--- src/rtl/div_pkg.sv ---
// Shared constants for the iterative divider: FSM state encoding and
// handshake levels used by EX and the divider.
package div_pkg;

    typedef enum logic [1:0] {
        DIV_FREE   = 2'b00,
        DIV_BYZERO = 2'b01,
        DIV_ON     = 2'b10,
        DIV_END    = 2'b11
    } div_state_e;

    localparam logic DIV_RESULT_READY     = 1'b1;
    localparam logic DIV_RESULT_NOT_READY = 1'b0;
    localparam logic DIV_START            = 1'b1;
    localparam logic DIV_STOP             = 1'b0;

endpackage

--- src/rtl/div_iter_if.sv ---
// EX <-> divider handshake bundle. EX is the master; the divider is the slave.
interface div_iter_if #(
    parameter int WIDTH = 32
);
    logic                 start_i;
    logic                 signed_i;
    logic                 annul_i;
    logic [WIDTH-1:0]     opdata1_i;
    logic [WIDTH-1:0]     opdata2_i;
    logic [2*WIDTH-1:0]   result_o;
    logic                 ready_o;
    logic                 busy_o;

    modport master (
        output start_i, signed_i, annul_i, opdata1_i, opdata2_i,
        input  result_o, ready_o, busy_o
    );

    modport slave (
        input  start_i, signed_i, annul_i, opdata1_i, opdata2_i,
        output result_o, ready_o, busy_o
    );
endinterface

--- src/rtl/div_step.sv ---
// One restoring division iteration on the {remainder, dividend/quotient}
// shift register: shift left, trial-subtract the divisor, keep or restore.
module div_step #(
    parameter int WIDTH = 32
) (
    input  logic [2*WIDTH:0]  part_i,
    input  logic [WIDTH-1:0]  divisor_i,
    output logic [2*WIDTH:0]  part_o
);

    logic [2*WIDTH:0] shifted;
    logic [WIDTH:0]   diff;
    // The top bit is always 0 between steps (remainder < divisor), so the
    // shift can drop it.
    logic             unused_msb;

    assign unused_msb = part_i[2*WIDTH];

    always_comb begin
        shifted = {part_i[2*WIDTH-1:0], 1'b0};
        diff    = shifted[2*WIDTH:WIDTH] - {1'b0, divisor_i};
        part_o  = shifted;
        if (!diff[WIDTH]) begin
            part_o = {diff, shifted[WIDTH-1:1], 1'b1};
        end
    end

endmodule

--- src/rtl/div_iter.sv ---
// Multi-cycle radix-2 restoring divider, signed/unsigned, with divide-by-zero
// detection, annul and a start/ready handshake. result_o = {remainder, quotient}.
module div_iter
    import div_pkg::*;
#(
    parameter int WIDTH = 32
) (
    input  logic       clk,
    input  logic       rst,
    div_iter_if.slave  bus
);

    localparam int CW = $clog2(WIDTH) + 1;

    div_state_e          state_q, state_d;
    logic [CW-1:0]       cnt_q, cnt_d;
    logic [2*WIDTH:0]    part_q, part_d, part_step;
    logic [WIDTH-1:0]    dvs_q, dvs_d;
    logic                negq_q, negq_d;
    logic                negr_q, negr_d;
    logic [2*WIDTH-1:0]  result_q, result_d;
    logic                ready_q, ready_d;

    logic                a_neg, b_neg;
    logic [WIDTH-1:0]    mag_a, mag_b, quo, rem;

    // Operands are reduced to magnitudes; signs are reapplied at the end.
    assign a_neg = bus.signed_i & bus.opdata1_i[WIDTH-1];
    assign b_neg = bus.signed_i & bus.opdata2_i[WIDTH-1];
    assign mag_a = a_neg ? -bus.opdata1_i : bus.opdata1_i;
    assign mag_b = b_neg ? -bus.opdata2_i : bus.opdata2_i;
    assign quo   = negq_q ? -part_q[WIDTH-1:0]       : part_q[WIDTH-1:0];
    assign rem   = negr_q ? -part_q[2*WIDTH-1:WIDTH] : part_q[2*WIDTH-1:WIDTH];

    div_step #(.WIDTH(WIDTH)) u_step (
        .part_i    (part_q),
        .divisor_i (dvs_q),
        .part_o    (part_step)
    );

    always_comb begin
        state_d  = state_q;
        cnt_d    = cnt_q;
        part_d   = part_q;
        dvs_d    = dvs_q;
        negq_d   = negq_q;
        negr_d   = negr_q;
        result_d = result_q;
        ready_d  = ready_q;

        if (bus.annul_i) begin
            state_d  = DIV_FREE;
            ready_d  = DIV_RESULT_NOT_READY;
            result_d = '0;
        end else begin
            unique case (state_q)
                DIV_FREE: begin
                    ready_d  = DIV_RESULT_NOT_READY;
                    result_d = '0;
                    if (bus.start_i == DIV_START) begin
                        part_d  = {{(WIDTH+1){1'b0}}, mag_a};
                        dvs_d   = mag_b;
                        negq_d  = a_neg ^ b_neg;
                        negr_d  = a_neg;
                        cnt_d   = '0;
                        state_d = (bus.opdata2_i == '0) ? DIV_BYZERO : DIV_ON;
                    end
                end
                DIV_BYZERO: begin
                    result_d = '0;
                    ready_d  = DIV_RESULT_READY;
                    state_d  = DIV_END;
                end
                DIV_ON: begin
                    if (cnt_q == CW'(WIDTH)) begin
                        result_d = {rem, quo};
                        ready_d  = DIV_RESULT_READY;
                        state_d  = DIV_END;
                    end else begin
                        part_d = part_step;
                        cnt_d  = cnt_q + CW'(1);
                    end
                end
                DIV_END: begin
                    if (bus.start_i == DIV_STOP) begin
                        state_d  = DIV_FREE;
                        ready_d  = DIV_RESULT_NOT_READY;
                        result_d = '0;
                    end
                end
                default: state_d = DIV_FREE;
            endcase
        end
    end

    always_ff @(posedge clk) begin
        if (!rst) begin
            state_q  <= DIV_FREE;
            cnt_q    <= '0;
            part_q   <= '0;
            dvs_q    <= '0;
            negq_q   <= 1'b0;
            negr_q   <= 1'b0;
            result_q <= '0;
            ready_q  <= DIV_RESULT_NOT_READY;
        end else begin
            state_q  <= state_d;
            cnt_q    <= cnt_d;
            part_q   <= part_d;
            dvs_q    <= dvs_d;
            negq_q   <= negq_d;
            negr_q   <= negr_d;
            result_q <= result_d;
            ready_q  <= ready_d;
        end
    end

    assign bus.result_o = result_q;
    assign bus.ready_o  = ready_q;
    assign bus.busy_o   = (state_q == DIV_ON) || (state_q == DIV_BYZERO);

endmodule

--- src/flat_wrapper.sv ---
// flat-port wrapper written by rule: the top's interface ports become plain ports
module div_iter_flat import div_pkg::*;
#(
    parameter int WIDTH = 32
)
  (clk, rst, bus_start_i, bus_signed_i, bus_annul_i, bus_opdata1_i, bus_opdata2_i, bus_result_o, bus_ready_o, bus_busy_o);
  div_iter_if #(.WIDTH(WIDTH)) bus_i ();
  input  logic clk;
  input  logic rst;
  input wire logic [$bits(bus_i.start_i)-1:0] bus_start_i;
  input wire logic [$bits(bus_i.signed_i)-1:0] bus_signed_i;
  input wire logic [$bits(bus_i.annul_i)-1:0] bus_annul_i;
  input wire logic [$bits(bus_i.opdata1_i)-1:0] bus_opdata1_i;
  input wire logic [$bits(bus_i.opdata2_i)-1:0] bus_opdata2_i;
  output wire logic [$bits(bus_i.result_o)-1:0] bus_result_o;
  output wire logic [$bits(bus_i.ready_o)-1:0] bus_ready_o;
  output wire logic [$bits(bus_i.busy_o)-1:0] bus_busy_o;
  assign bus_i.start_i = bus_start_i;
  assign bus_i.signed_i = bus_signed_i;
  assign bus_i.annul_i = bus_annul_i;
  assign bus_i.opdata1_i = bus_opdata1_i;
  assign bus_i.opdata2_i = bus_opdata2_i;
  assign bus_result_o = bus_i.result_o;
  assign bus_ready_o = bus_i.ready_o;
  assign bus_busy_o = bus_i.busy_o;
  div_iter #(.WIDTH(WIDTH)) u_core (.clk(clk), .rst(rst), .bus(bus_i));
endmodule
--- config.mk ---
export PLATFORM = sky130hd
export DESIGN_NAME = div_iter_flat
export DESIGN_NICKNAME = d
export VERILOG_FILES = /design/src/rtl/div_pkg.sv /design/src/rtl/div_iter_if.sv /design/src/rtl/div_step.sv /design/src/rtl/div_iter.sv /design/src/flat_wrapper.sv
export SDC_FILE = /design/constraint.sdc
export NUM_CORES = 1
export LEC_CHECK = 0
export CAP_MARGIN = 20
export CORE_MARGIN = 5
export CORE_UTILIZATION = 50
export CTS_CLUSTER_SIZE = 25
export DETAILED_ROUTE_END_ITERATION = 7
export GPL_ROUTABILITY_DRIVEN = 0
export PLACE_DENSITY = 0.73
export RECOVER_POWER = 25
export SKIP_CTS_REPAIR_TIMING = 1
export SYNTH_ARGS = -nofsm -noshare
export SYNTH_HDL_FRONTEND = slang
export SYNTH_SLANG_ARGS = --single-unit
--- constraint.sdc ---
create_clock -name clk -period 3.45 [get_ports clk]
set_input_delay 0.69 -clock clk [delete_from_list [all_inputs] [get_ports clk]]
set_output_delay 0.69 -clock clk [all_outputs]
set_load 0.05 [all_outputs]
---- After elaboration in Yosys (flattened, before gate mapping) ----
Cells that the tools add are included.
word-level totals
  output and inout bits ................... 66
  flip-flop bits (word level) ............. 171
  word-level logic and storage cells ...... 59
cells by class
  $add $sub $neg .......................... 6
  bitwise operators ....................... 5
  equality and inequality tests ........... 8
  reductions and logical operators ........ 10
  mux-type cells .......................... 22
operator list
  operator             count
  $mux 64              5
  $pmux 64 s3          1
  $mux 32              4
  $neg 32->32          4
  $pmux 64 s2          1
  $sub 33x32->33       1
  $logic_not 32->1     1
  $mux 6               2
  $pmux 6 s2           1
  $mux 2               4
  $pmux 2 s4           1
  $add 6x1->6 const B  1
  $eq 6x6->1 const B   1
  $ne 2x2->1 const B   3
  $reduce_and 3->1     2
  $eq 2x2->1 const B   2
  $pmux 1 s4           1
  $reduce_and 4->1     1
  $reduce_or 2->1      2
  $and 1x1->1          2
  $eq 2x1->1 const B   1
  $logic_not 2->1      1
  $mux 1               2
  $ne 2x1->1 const B   1
  5 further kinds      6

---- Logic depth before layout (Yosys ltp) ----
Gate-level depths: netlist of the first run.
  depth after elaboration ................. 4
  gate-level depth with buffers ........... 13

---- Hierarchy ----
A second synthesis of the first run with hierarchy kept.
second synthesis, totals
  cells, all modules ...................... 1503
  area, all modules ....................... 11905.2 µm²
modules (own cells, without submodules)
  module    cells each  seq. area each (µm²)  instances  area an instance (µm²)
  div_iter  1116        3443.3                1          9211.3
  div_step  387         0.0                   1          2693.8

---- Worst setup path after synthesis of the first run ----
OpenSTA, ideal clock, no wires.
  kind .................................... input to register
  from .................................... in bus_opdata1_i[11]
  to ...................................... reg u_core.part_q[27]
  setup time .............................. 0.125 ns
  path buffers ............................ 0
  cell stages on the path ................. 8
  arrival ................................. 2.869 ns
  slack ................................... 0.455 ns
  data required time ...................... 3.325 ns
  cells stage by stage .................... or3_4 -> or4_4 -> or4b_4 -> nand2b_4 -> o31ai_4 -> xnor2_1 -> a222oi_1 -> nor2b_1
between the ends
  cells in the longest elaborated chain, start to end .. 4
RTL lines
  item                  RTL line            text
  from (decl)           flat_wrapper.sv:13  input wire logic [$bits(bus_i.opdata1_i)-1:0] bus_opdata1_i;
  $neg 32->32           div_iter.sv:30      assign mag_a = a_neg ? -bus.opdata1_i : bus.opdata1_i;
  $mux 32               div_iter.sv:30
  $mux 64               div_iter.sv:60      if (bus.start_i == DIV_START) begin
  $pmux 64 s2           div_iter.sv:56      unique case (state_q)
  to (signal assigned)  div_iter.sv:109     part_q <= part_d;
  to (decl)             div_iter.sv:17      logic [2*WIDTH:0] part_q, part_d, part_step;
No other way between the ends. The select of a mux whose other input is x is not followed.
A chain may end at the register's enable or synchronous reset.

---- Worst setup path in the final report of the first run ----
  from .................................... reg u_core.part_q[31]
  to ...................................... reg u_core.part_q[33]
between the ends
  cells in the longest elaborated chain, start to end .. 4
RTL lines
  item            RTL line        text
  $sub 33x32->33  div_step.sv:21  diff = shifted[2*WIDTH:WIDTH] - {1'b0, divisor_i};
  $mux 64         div_step.sv:23  if (!diff[WIDTH]) begin
  $mux 64         div_iter.sv:75  if (cnt_q == CW'(WIDTH)) begin
  $pmux 64 s2     div_iter.sv:56
No other way between the ends. The select of a mux whose other input is x is not followed.

==> results of run 1 <==
[Yosys cell counts (4+ instances only)]
cell	instances	area share, %
a211oi_1	9	0.62
a21boi_0	12	0.83
a21o_1	10	0.69
a21oi_1	78	3.6
a222oi_1	24	2.2
a22oi_1	36	2.5
a31oi_1	4	0.23
a32oi_1	13	1.1
and2_1	6	0.35
and3_1	12	0.69
buf_1	5	0.17
clkbuf_1	78	2.7
dfxtp_1	171	32
ha_1	42	4.9
inv_1	55	1.9
nand2_1	162	5.6
nand2b_1	14	0.81
nand3_1	66	3.0
nand4_1	14	0.81
nor2_1	79	2.7
nor2b_1	32	1.8
nor3_1	23	1.1
nor4_1	7	0.40
nor4b_1	4	0.32
o211a_1	23	2.1
o211ai_1	8	0.55
o21a_1	15	1.0
o21ai_0	97	4.5
o311a_1	6	0.55
o31ai_1	27	1.9
o41ai_1	13	1.1
or2_2	5	0.29
or3_1	20	1.2
or4_1	11	0.76
xnor2_1	79	6.4
xor2_1	64	5.2
[logic make-up (layout without fill, tap and decap cells)]
family                     count (synthesis)  in the layout
muxes                                      1              1
DFF                                      171            171
buffers and inverters                    141            282
xor gates and xnor gates                 143            143
adders and majority gates                 43             43
AOI/OAI and AO/OA                        398            398
and+or+nand+nor                          472            472
[final timing paths]
| path | from | endpoint | slack [ps] | depth (start not counted) |
|---|---|---|---|---|
| worst max-delay path | u_core.part_q[31] | u_core.part_q[33] | 220 | 12 |
| worst min-delay path | u_core.bus.result_o[55] | u_core.bus.result_o[55] | 450 | 2 |
| worst max register to register | u_core.part_q[31] | u_core.part_q[33] | 220 | 12 |
| worst min register to register | u_core.bus.result_o[55] | u_core.bus.result_o[55] | 450 | 2 |
[sequential cells by signal, indices dropped and copies added, names as in the netlist]
name	flops
u_core.part_q	64
u_core.bus.ready_o	1
u_core.negq_q	1
u_core.cnt_q	6
u_core.dvs_q	32
u_core.state_q	2
u_core.negr_q	1
u_core.bus.result_o	64
[area by class of cell]
cell class / count / share of cell area (%)
Clock buffer: 18 / 3.315
Clock inverter: 14 / 1.067
Timing Repair Buffer: 195 / 13.62
Sequential cell: 171 / 25.84
Multi-Input combinational cell: 1057 / 52.00
Tap cell: 275 / 2.597
Inverter: 55 / 1.558
[worst max-delay path: cells and delay by family (launching register included)]
kind	cells	cell delay [ps]
buffers and inverters	2	290
AO/OA/AOI/OAI	5	1190
AND/OR/NAND/NOR	2	260
adder cells (fa/ha/maj)	2	620
flip-flops	1	340
XOR/XNOR	1	420
[power groups by stage]
| stage | Sequential, mW | Combinational (mW) | Clock, mW |
|---|---|---|---|
| after floorplan | 2.12 | 0.663 | 0 |
| after global placement | 2.13 | 0.955 | 0 |
| after detailed placement | 2.14 | 0.966 | 0 |
| after CTS | 2.09 | 0.971 | 1.93 |
| after global routing | 2.10 | 1.08 | 2.03 |
| final | 2.09 | 0.980 | 1.90 |
[cell usage in the layout (no fill, tap or decap), types with 4 or more instances in the layout]
cell type	synthesis	layout
nor2_1	79	78
a21boi_0	12	12
dfxtp_1	171	171
a21o_1	10	10
clkbuf_16	0	17
a31oi_1	4	4
nor4b_1	4	4
o21ai_0	97	97
nand2_1	162	162
nor3_1	23	23
o31ai_1	27	27
a32oi_1	13	13
buf_4	0	59
nor2b_1	32	32
nor4_1	7	7
dlygate4sd3_1	0	49
inv_1	55	55
nand4_1	14	14
or2_2	5	5
o211ai_1	8	8
or4_1	11	11
ha_1	42	42
o41ai_1	13	13
a211oi_1	9	9
or3_1	20	20
o211a_1	23	23
and3_1	12	12
o21a_1	15	15
inv_8	0	4
a222oi_1	24	24
xnor2_1	79	79
and2_1	6	5
o311a_1	6	6
clkdlybuf4s50_1	0	84
a22oi_1	36	36
nand3_1	66	66
xor2_1	64	63
a21oi_1	78	78
nand2b_1	14	14
inv_6	0	5
[metal layers]
layer | wire length, um | share of wire (%) | global-route usage [%]
met1 | 14440 | 48 | 36.76
met2 | 12460 | 41 | 34.40
met3 | 3125 | 10 | 6.379
met4 | 319 | 1.1 | 4.588
met5 | 0 | 0 | 0
[through the flow]
step                      setup TNS, ps  cells  utilization (%)  cell area [um2]
final                                 0   1785            62.62            13250
after global routing                  0   1785            62.62            13250
after CTS                             0   1783            62.62            13250
after detailed placement         -198.0   1751            59.88            12670
after global placement           -69.26   1751            59.88            12670
after floorplan                       0   1369                -            10830
==> flow_summary.toml, run 1 <==
[timing]
fin_hold_ws_ps = 445.9
hold_viol_final = 0
fmax_mhz = 309.3
relSlewSlack_pct = 28.23
period_minus_slack_ps = 3233
setup-violations-final = 0
layout_worst_path_cycle_share_pct = 93.70
rsz0062_at_grt = "no"
setup_ws_ps = 217.3
clock_skew_ps = 13.28
maxSlewViolCount = 0
worst_pin_slew_ps = 1077

[synthesis]
synth_adder_area_share_pct = 5.036
ys_types = 67
seq_area_frac_synth_pct = 31.60
synth-compound-area-share_pct = 25.38
synth-main-ff-cell = "dfxtp_1"
synth_top_family_by_area = "compound AO/OA/AOI/OAI gates"
synth.area.mux_share_pct = 0.09241
synthSimpleGateAreaFrac_pct = 21.40
async_reset_ff_share_pct = 0
yosys_warnings = 0
synth_nets = 1481
ys_seq_elements = 171
synth_xor_area_share_pct = 11.56
synth_edf_count = 0
avgSynthCellArea_um2 = 7.912
synth_cells = 1369
synth_area_um2 = 10830

[min_path]
hp-class = "reg -> reg"

[cells_and_area]
fin_nets = 1609
multi_input_area_um2 = 6889
seq_area_um2 = 3423
syn_to_final_growth_pct = 22.31
nFillCells = 1880
insertedDiodeCount = 0
layout-drive-gt1-share_pct = 7.351

[clock_tree]
clockRootBuffer = "clkbuf_16"
cts_buffers = 17
cts_buffer_depth = 2
cts_tree = "yes"
htreeDepth = 4
cts.sinks = 171
clk_pin_slew_worst_paths_ps = 70
insertion_delay_ps = 440

[power]
total_power_mw = 4.972
power.share.clock_pct = 38.2
leakage_nw = 5.520
p_int_mw = 3.421
power.switching_mw = 1.552
p_per_area_nw_per_um2 = 375.3
vdd.ir_drop.worst_mv = 0.3115
seqPwrFrac_pct = 42.1
switching_share_pct = 31.21
p_comb_share_pct = 19.7

[grt]
grt_pass1_wl_mm = 48.78
overflow = 0
grt_util_all_layers_pct = 24.15
antenna_found_initial = 0
grt_max_degree = 63
grt_pass1_vias = 9434

[setup_path]
start_kind = "flip-flop"
crit_required_ps = 3770
crit_fanout = 8
cp_slowest_cell = "xor2_2"
crit_arrival_ps = 3550
endpoint_kind = "flip-flop"
crit_chain = "inv_1 > ha_1 > fa_1 > nand2b_1 > a21oi_1 > o21ai_0 > o31ai_1 > a211oi_1 > xor2_2 > buf_12 > nand2_1 > a32o_1"
cpPeakStageDelay_ps = 420
crit_type = "reg -> reg"

[floorplan]
rows = 53
dieHeight_um = 157.2
ioPinCount = 135
core_area_um2 = 21150
fp.dieW_um = 157.2
dieArea_um2 = 24710
start_util_pct = 51.20

[detailed_routing]
drt-vias-per-instance = 5.873
finalWirelength_mm = 30.34
wl_per_cell_um = 17.00
drt_iter0_drc = 960
vias = 10480
drc = 0
ant_nets = 0
dr.pass1.iters = 7

[outcome]
outcome = "finished clean"

[placement]
place_hpwl_mm = 23.56
dp_slack_ps = -70.11
io_buffers = 134

[flow_run]
cap_violations = 0
Note: power is estimated with default switching activity, not from simulation.
==> run 2: changes to the inputs <==
==> constraint.sdc (replaced) <==
create_clock -name clk -period 3 [get_ports clk]
set_input_delay 0.6 -clock clk [delete_from_list [all_inputs] [get_ports clk]]
set_output_delay 0.6 -clock clk [all_outputs]
set_load 0.05 [all_outputs]
==> run 2 against run 1 <==
Sequential power increased by 14%. Global-route usage increased by 0.83 points. Flip-flop and latch count did not move. Register-to-register slack got worse by 150 ps. Via count is 4.4% higher. Core utilization up 3.3 points. Cell count increased by 4.0%. Sequential share of layout area fell by 1.3 points. Critical path depth is 2 lower. Clock power is 19% higher. Cell area is 5.2% higher. Hold slack improved by 7.3 ps. Critical path type unchanged. Largest cell class unchanged. Largest power group unchanged. Highest routed layer unchanged.
==> flow_summary.toml, run 2 (synthesized netlist as in run 1, its figures left out) <==
[min_path]
min_from = "u_core.bus.result_o[55]"
hp-class = "reg -> reg"

[flow_run]
cap_violations = 0

[clock_tree]
htreeDepth = 4
clockRootBuffer = "clkbuf_16"
cts_buffer_depth = 2
insertion_delay_ps = 440
cts.sinks = 171
cts_tree = "yes"
cts_buffers = 17
clk_pin_slew_worst_paths_ps = 70

[placement]
place_hpwl_mm = 24.29
io_buffers = 134

[setup_path]
crit_fanout = 8
crit_arrival_ps = 3250
start_kind = "flip-flop"
crit_type = "reg -> reg"
crit_required_ps = 3320
rrSetupSlack_ps = 70
endpoint_kind = "flip-flop"
crit_start = "u_core.part_q[34]"
worstReg2RegStart = "u_core.part_q[34]"

[detailed_routing]
dr.pass1.iters = 8
drt_iter0_drc = 1008
wl_per_cell_um = 17.14
drc = 0
ant_nets = 0
finalWirelength_mm = 31.83
drt-vias-per-instance = 5.892
vias = 10940

[timing]
worst_pin_slew_ps = 1096
tns_ps = 0
layout_worst_path_cycle_share_pct = 97.65
setup-violations-final = 0
hold_viol_final = 0
clock_skew_ps = 15.26
relSlewSlack_pct = 26.93
fmax_mhz = 341.3
maxSlewViolCount = 0
period_minus_slack_ps = 2930

[cells_and_area]
layout-drive-gt1-share_pct = 12.71
insertedDiodeCount = 0
fin_nets = 1681
syn_to_final_growth_pct = 28.67
fin_util_pct = 65.88
layout_common_cells = "171 x dfxtp_1, 161 x nand2_1, 128 x buf_4"
final_common_cell = "dfxtp_1"
nFillCells = 1830

[floorplan]
start_util_pct = 51.20
dieHeight_um = 157.2
dieArea_um2 = 24710
core_area_um2 = 21150
fp.dieW_um = 157.2
ioPinCount = 135
rows = 53

[power]
vdd.ir_drop.worst_mv = 0.3132
leakage_nw = 5.870
p_per_area_nw_per_um2 = 424.2

[outcome]
outcome = "finished clean"

[grt]
overflow = 0
grt_pass1_wl_mm = 50.63
grt_util_all_layers_pct = 24.98
grt_pass1_vias = 9962
grt_max_degree = 63
antenna_found_initial = 0
run 2: changes by cell type in the layout (fill, tap and decap cells not counted), moves of 3 or more:
cell	before	now
clkdlybuf4s50_1	84	91
o21ai_0	97	94
ha_4	0	3
buf_4	59	128
dlygate4sd3_1	49	40
ha_1	42	39
run 2: worst paths after layout:
check / cells past startpoint / endpoint
max: 10 / u_core.part_q[62]
min: 2 / u_core.bus.result_o[55]
max reg2reg: 10 / u_core.part_q[62]
min reg2reg: 2 / u_core.bus.result_o[55]
run 2: worst max-delay path, stage by stage (launching register included):
cell	delay [ps]
dfxtp_1	530
ha_1	340
o211ai_1	280
a21oi_4	60
buf_4	140
o21ai_0	260
a21oi_1	120
o31ai_1	390
o21ai_0	190
xnor2_1	170
a221o_1	320
run 2: stage by stage:
stage               hold slack (ps)  cells  total power, mW  area [um2]  setup slack, ps
finish                        453.2   1857            5.912       13940            70.37
global route                  468.7   1857            6.155       13940           -109.0
CTS                           455.8   1854            5.883       13800           -47.40
detailed placement            445.5   1822            3.651       13200           -403.6
global placement              437.8   1822            3.629       13200           -374.7
floorplan                     441.0   1369            3.197       10830            95.26
run 2: power by group:
part | switching, mW | internal [mW] | leakage, nW
clock network | 1.06 | 1.19 | 0.290
registers | 0.0583 | 2.33 | 1.39
logic | 0.718 | 0.544 | 4.19
run 2: final cells by class:
class                           count  area [um2]  share of cell area [%]
Clock buffer                       18       429.2                   3.079
Clock inverter                     14       172.7                   1.239
Inverter                           55       206.4                   1.481
Multi-Input combinational cell   1057        7020                   50.37
Sequential cell                   171        3423                   24.56
Tap cell                          275       344.1                   2.469
Timing Repair Buffer              267        2341                   16.80
run 2: metal layers:
| layer | vias up | track usage [%] | share of wire (%) |
|---|---|---|---|
| met5 | - | 0 | 0 |
| li1 | 5359 | - | - |
| met4 | 0 | 4.916 | 1.2 |
| met1 | 5068 | 38.14 | 46 |
| met3 | 29 | 5.087 | 11 |
| met2 | 485 | 36.50 | 42 |
==> RTL edit, RTL diff (settings of run 2) <==
`WIDTH` is set to 32 in 4 places; all go to 64.
--- a/src/rtl/div_iter_if.sv
+++ b/src/rtl/div_iter_if.sv
@@ -1,6 +1,6 @@
 // EX <-> divider handshake bundle. EX is the master; the divider is the slave.
 interface div_iter_if #(
-    parameter int WIDTH = 32
+    parameter int WIDTH = 64
 );
     logic                 start_i;
     logic                 signed_i;
--- a/src/rtl/div_step.sv
+++ b/src/rtl/div_step.sv
@@ -1,7 +1,7 @@
 // One restoring division iteration on the {remainder, dividend/quotient}
 // shift register: shift left, trial-subtract the divisor, keep or restore.
 module div_step #(
-    parameter int WIDTH = 32
+    parameter int WIDTH = 64
 ) (
     input  logic [2*WIDTH:0]  part_i,
     input  logic [WIDTH-1:0]  divisor_i,
--- a/src/rtl/div_iter.sv
+++ b/src/rtl/div_iter.sv
@@ -3,7 +3,7 @@
 module div_iter
     import div_pkg::*;
 #(
-    parameter int WIDTH = 32
+    parameter int WIDTH = 64
 ) (
     input  logic       clk,
     input  logic       rst,
--- a/src/flat_wrapper.sv
+++ b/src/flat_wrapper.sv
@@ -1,7 +1,7 @@
 // flat-port wrapper written by rule: the top's interface ports become plain ports
 module div_iter_flat import div_pkg::*;
 #(
-    parameter int WIDTH = 32
+    parameter int WIDTH = 64
 )
   (clk, rst, bus_start_i, bus_signed_i, bus_annul_i, bus_opdata1_i, bus_opdata2_i, bus_result_o, bus_ready_o, bus_busy_o);
   div_iter_if #(.WIDTH(WIDTH)) bus_i ();
Interface: changed (resized bus_opdata1_i, bus_opdata2_i and bus_result_o); port bits go from 135 to 263. The function was not compared with the original's and may differ.
==> RTL edit against run 2 <==
  * The flow now finishes with violations (design-rule violations, max-capacitance violations, max-slew violations, negative setup slack)
  * Power grew 110%
  * Sequential share of layout area is 3.5 points lower
  * Sequential cell count is 161 higher
  * Area after synthesis grew 99%
  * Wire length grew to 2.5 times the old value
  * Via count up 120%
  * Cell area grew 130%
  * First-iteration DRC count up 140%
  * Cell count is 120% higher
  * Count of clock-buffer cells in the layout up 36
  * Worst setup slack worse by 0.89 ns
  * Synthesized cell count rose by 100%
  * Sequential power is 95% higher
  * Critical path type unchanged
  * Critical endpoint is now u_core.bus.result_o[119]
  * Largest cell class unchanged
  * Largest power group is now clock
==> RTL edit: results (changes against run 2) <==
[run_status] status finished with violations
[run_status] failing checks design-rule violations, max-capacitance violations, max-slew violations, negative setup slack
[grt] initial antenna violation count 1 [+1]
[sta] Max Transition Viols Final 78 [+78]
[drt] DRC Markers 9 [+9]
[placed_design] IO buf count 262 [+96%]
[final_layout] share of layout cells above drive strength 1 25.92% [+13 points]
[yosys] Syn Inst Count 2757 [+100%]
[critical_path] CP Max Fanout 4 [-4]
[grt] pin count of the biggest net entering global routing 120 [+90%]
[yosys] count of cell types in the netlist 78 [+16%]
[critical_path] number of cells on the worst reg-to-reg path 12 [+2]
[sta] least setup slack across all paths after layout -0.8186 ns [-0.8889 ns]
[yosys] post-synthesis share of cell area spent on full adders, half adders and majority gates 4.384% [-0.65 points]
[placed_design] Inst Count DP 3938 [+120%]
[critical_path] beginning of the worst register-to-register path u_core.part_q[91]
[critical_path] Top Family by Delay on Critical Path simple AND/OR/NAND/NOR gates
[sta] final worst clock skew 0.01327 ns [-0.001989 ns]
[cts] number of levels the H-tree was split into 2 [-2]
[cts] number of buffers added by the clock tree synthesis step 38 [+21]
[power_and_ir_drop] leak pwr 13.32 nW [+130%]
[grt] vias in the first global route 22720 [+130%]
[placed_design] Post-DP HPWL 57.26 mm [+140%]
[drt] number of vias per cell 5.973 [+1.4%]
[critical_path] crit path from u_core.part_q[91]
[final_layout] count of fill cells added during filler insertion 3047 [+67%]
[power_and_ir_drop] internal power component 8.790 mW [+120%]
[cts] maximum root-to-sink buffer count 3 [+1]
[yosys] Synth Net Count 2965 [+100%]
[critical_path] WS Path Type reg -> reg
[yosys] leading post-synthesis cells by cell area dfxtp_1 (31%), xnor2_1 (7.1%), nand2_1 (6.1%)
[cts] clock latency of the later-clocked register in the worst-skew pair 0.56 ns [+0.12 ns]
[grt] wire length of the first global-routing pass 117.6 mm [+130%]
[sta] final setup violation count 109 [+109]
[critical_path] endpoint of the lowest-slack register-to-register path u_core.bus.result_o[119]
[yosys] sequential fraction of the synthesis area 30.80% [-0.80 points]
[run] number of violations of the max-capacitance limit 1 [+1]
[critical_path] slowest library cell on the worst path or4_4
[drt] First DRT Iteration DRCs 2443 [+140%]
[drt] total length of routed wires 80.08 mm [+150%]
[yosys] share of synthesized area spent on multiplexers 2.041% [+1.9 points]
[cts] root buffer cell clkbuf_16
[yosys] post-synthesis share of cell area spent on xor and xnor gates 12.18% [+0.61 points]
[RTL edit: cell types whose count changed after synthesis, sizes merged, moves of 44 or more]
cell    before  now
clkbuf      78  167
inv         55  108
nand2      162  348
nor2        79  187
dfxtp      171  332
a21oi       78  148
xnor2       79  175
nor3        23   67
o21ai      100  243
xor2        64  125
[RTL edit: cells by family (layout without fill, tap and decap cells)]
kind of cell,Yosys count,in the layout
mux,44,44
flops,332,332
xor+xnor,300,300
fa+ha+maj,75,75
buf+inv,288,996
simple gates,928,928
compound gates,790,790
other cells,0,2
[RTL edit: per-stage QoR]
stage	power [mW]	area, sq um	setup slack [ns]
detailed placement	7.440	28600	-0.8146
global placement	7.361	28600	-0.7998
finish	12.51	31670	-0.8186
global route	12.96	31670	-0.9589
CTS	12.24	29880	-0.8026
floorplan	6.247	22000	-0.6718
[RTL edit: worst min path at each step]
stage	cells after the start	end	from	slack, ns
after global placement	2	u_core.bus.result_o[43]	u_core.bus.result_o[43]	0.44
after floorplan	2	u_core.dvs_q[63]	u_core.dvs_q[63]	0.44
after CTS	2	u_core.negq_q	rst	0.44
after detailed placement	2	u_core.bus.result_o[119]	u_core.bus.result_o[119]	0.44
after global routing	2	u_core.bus.result_o[50]	u_core.bus.result_o[50]	0.47
final	2	u_core.bus.result_o[56]	u_core.bus.result_o[56]	0.44
[RTL edit: final cells by class]
cell class | instances | area (sq um) | share of cell area, %
flip-flops and latches | 332 | 6670 | 21.06
well taps | 585 | 732.0 | 2.311
clock inverters | 14 | 145.1 | 0.4583
diodes | 2 | 5.005 | 0.01580
multi-input cells | 2137 | 15440 | 48.75
clock buffers | 54 | 1136 | 3.587
repair buffers | 820 | 7137 | 22.53
inverters | 108 | 405.4 | 1.280
[RTL edit: metal layers]
layer  global-route usage (%)  routed length (microns)  vias to the layer above
met5                        0                        0                        -
met4                    12.33                     3661                        0
met3                    5.053                     7165                      242
met2                    50.92                    38260                     1233
met1                    37.90                    30990                    11460
li1                         -                        -                    11270
[RTL edit: worst reg2reg max path, cell delays in order (launching register included)]
cell and delay, ns:
dfxtp_2 0.31, or4_4 0.52, or2_1 0.24, or3_4 0.34, or3_4 0.36, or3_4 0.38
or4_4 0.46, nor4_4 0.15, buf_4 0.16, nand4_4 0.16, o41ai_4 0.35, xor2_1 0.18
o21ai_1 0.07
[RTL edit: power by group through the flow]
stage	logic (mW)	clock network [mW]	registers (mW)
global placement	2.63	0	4.73
floorplan	1.52	0	4.73
CTS	2.73	4.88	4.64
global route	3.24	5.06	4.67
detailed placement	2.70	0	4.74
finish	3.02	4.83	4.66
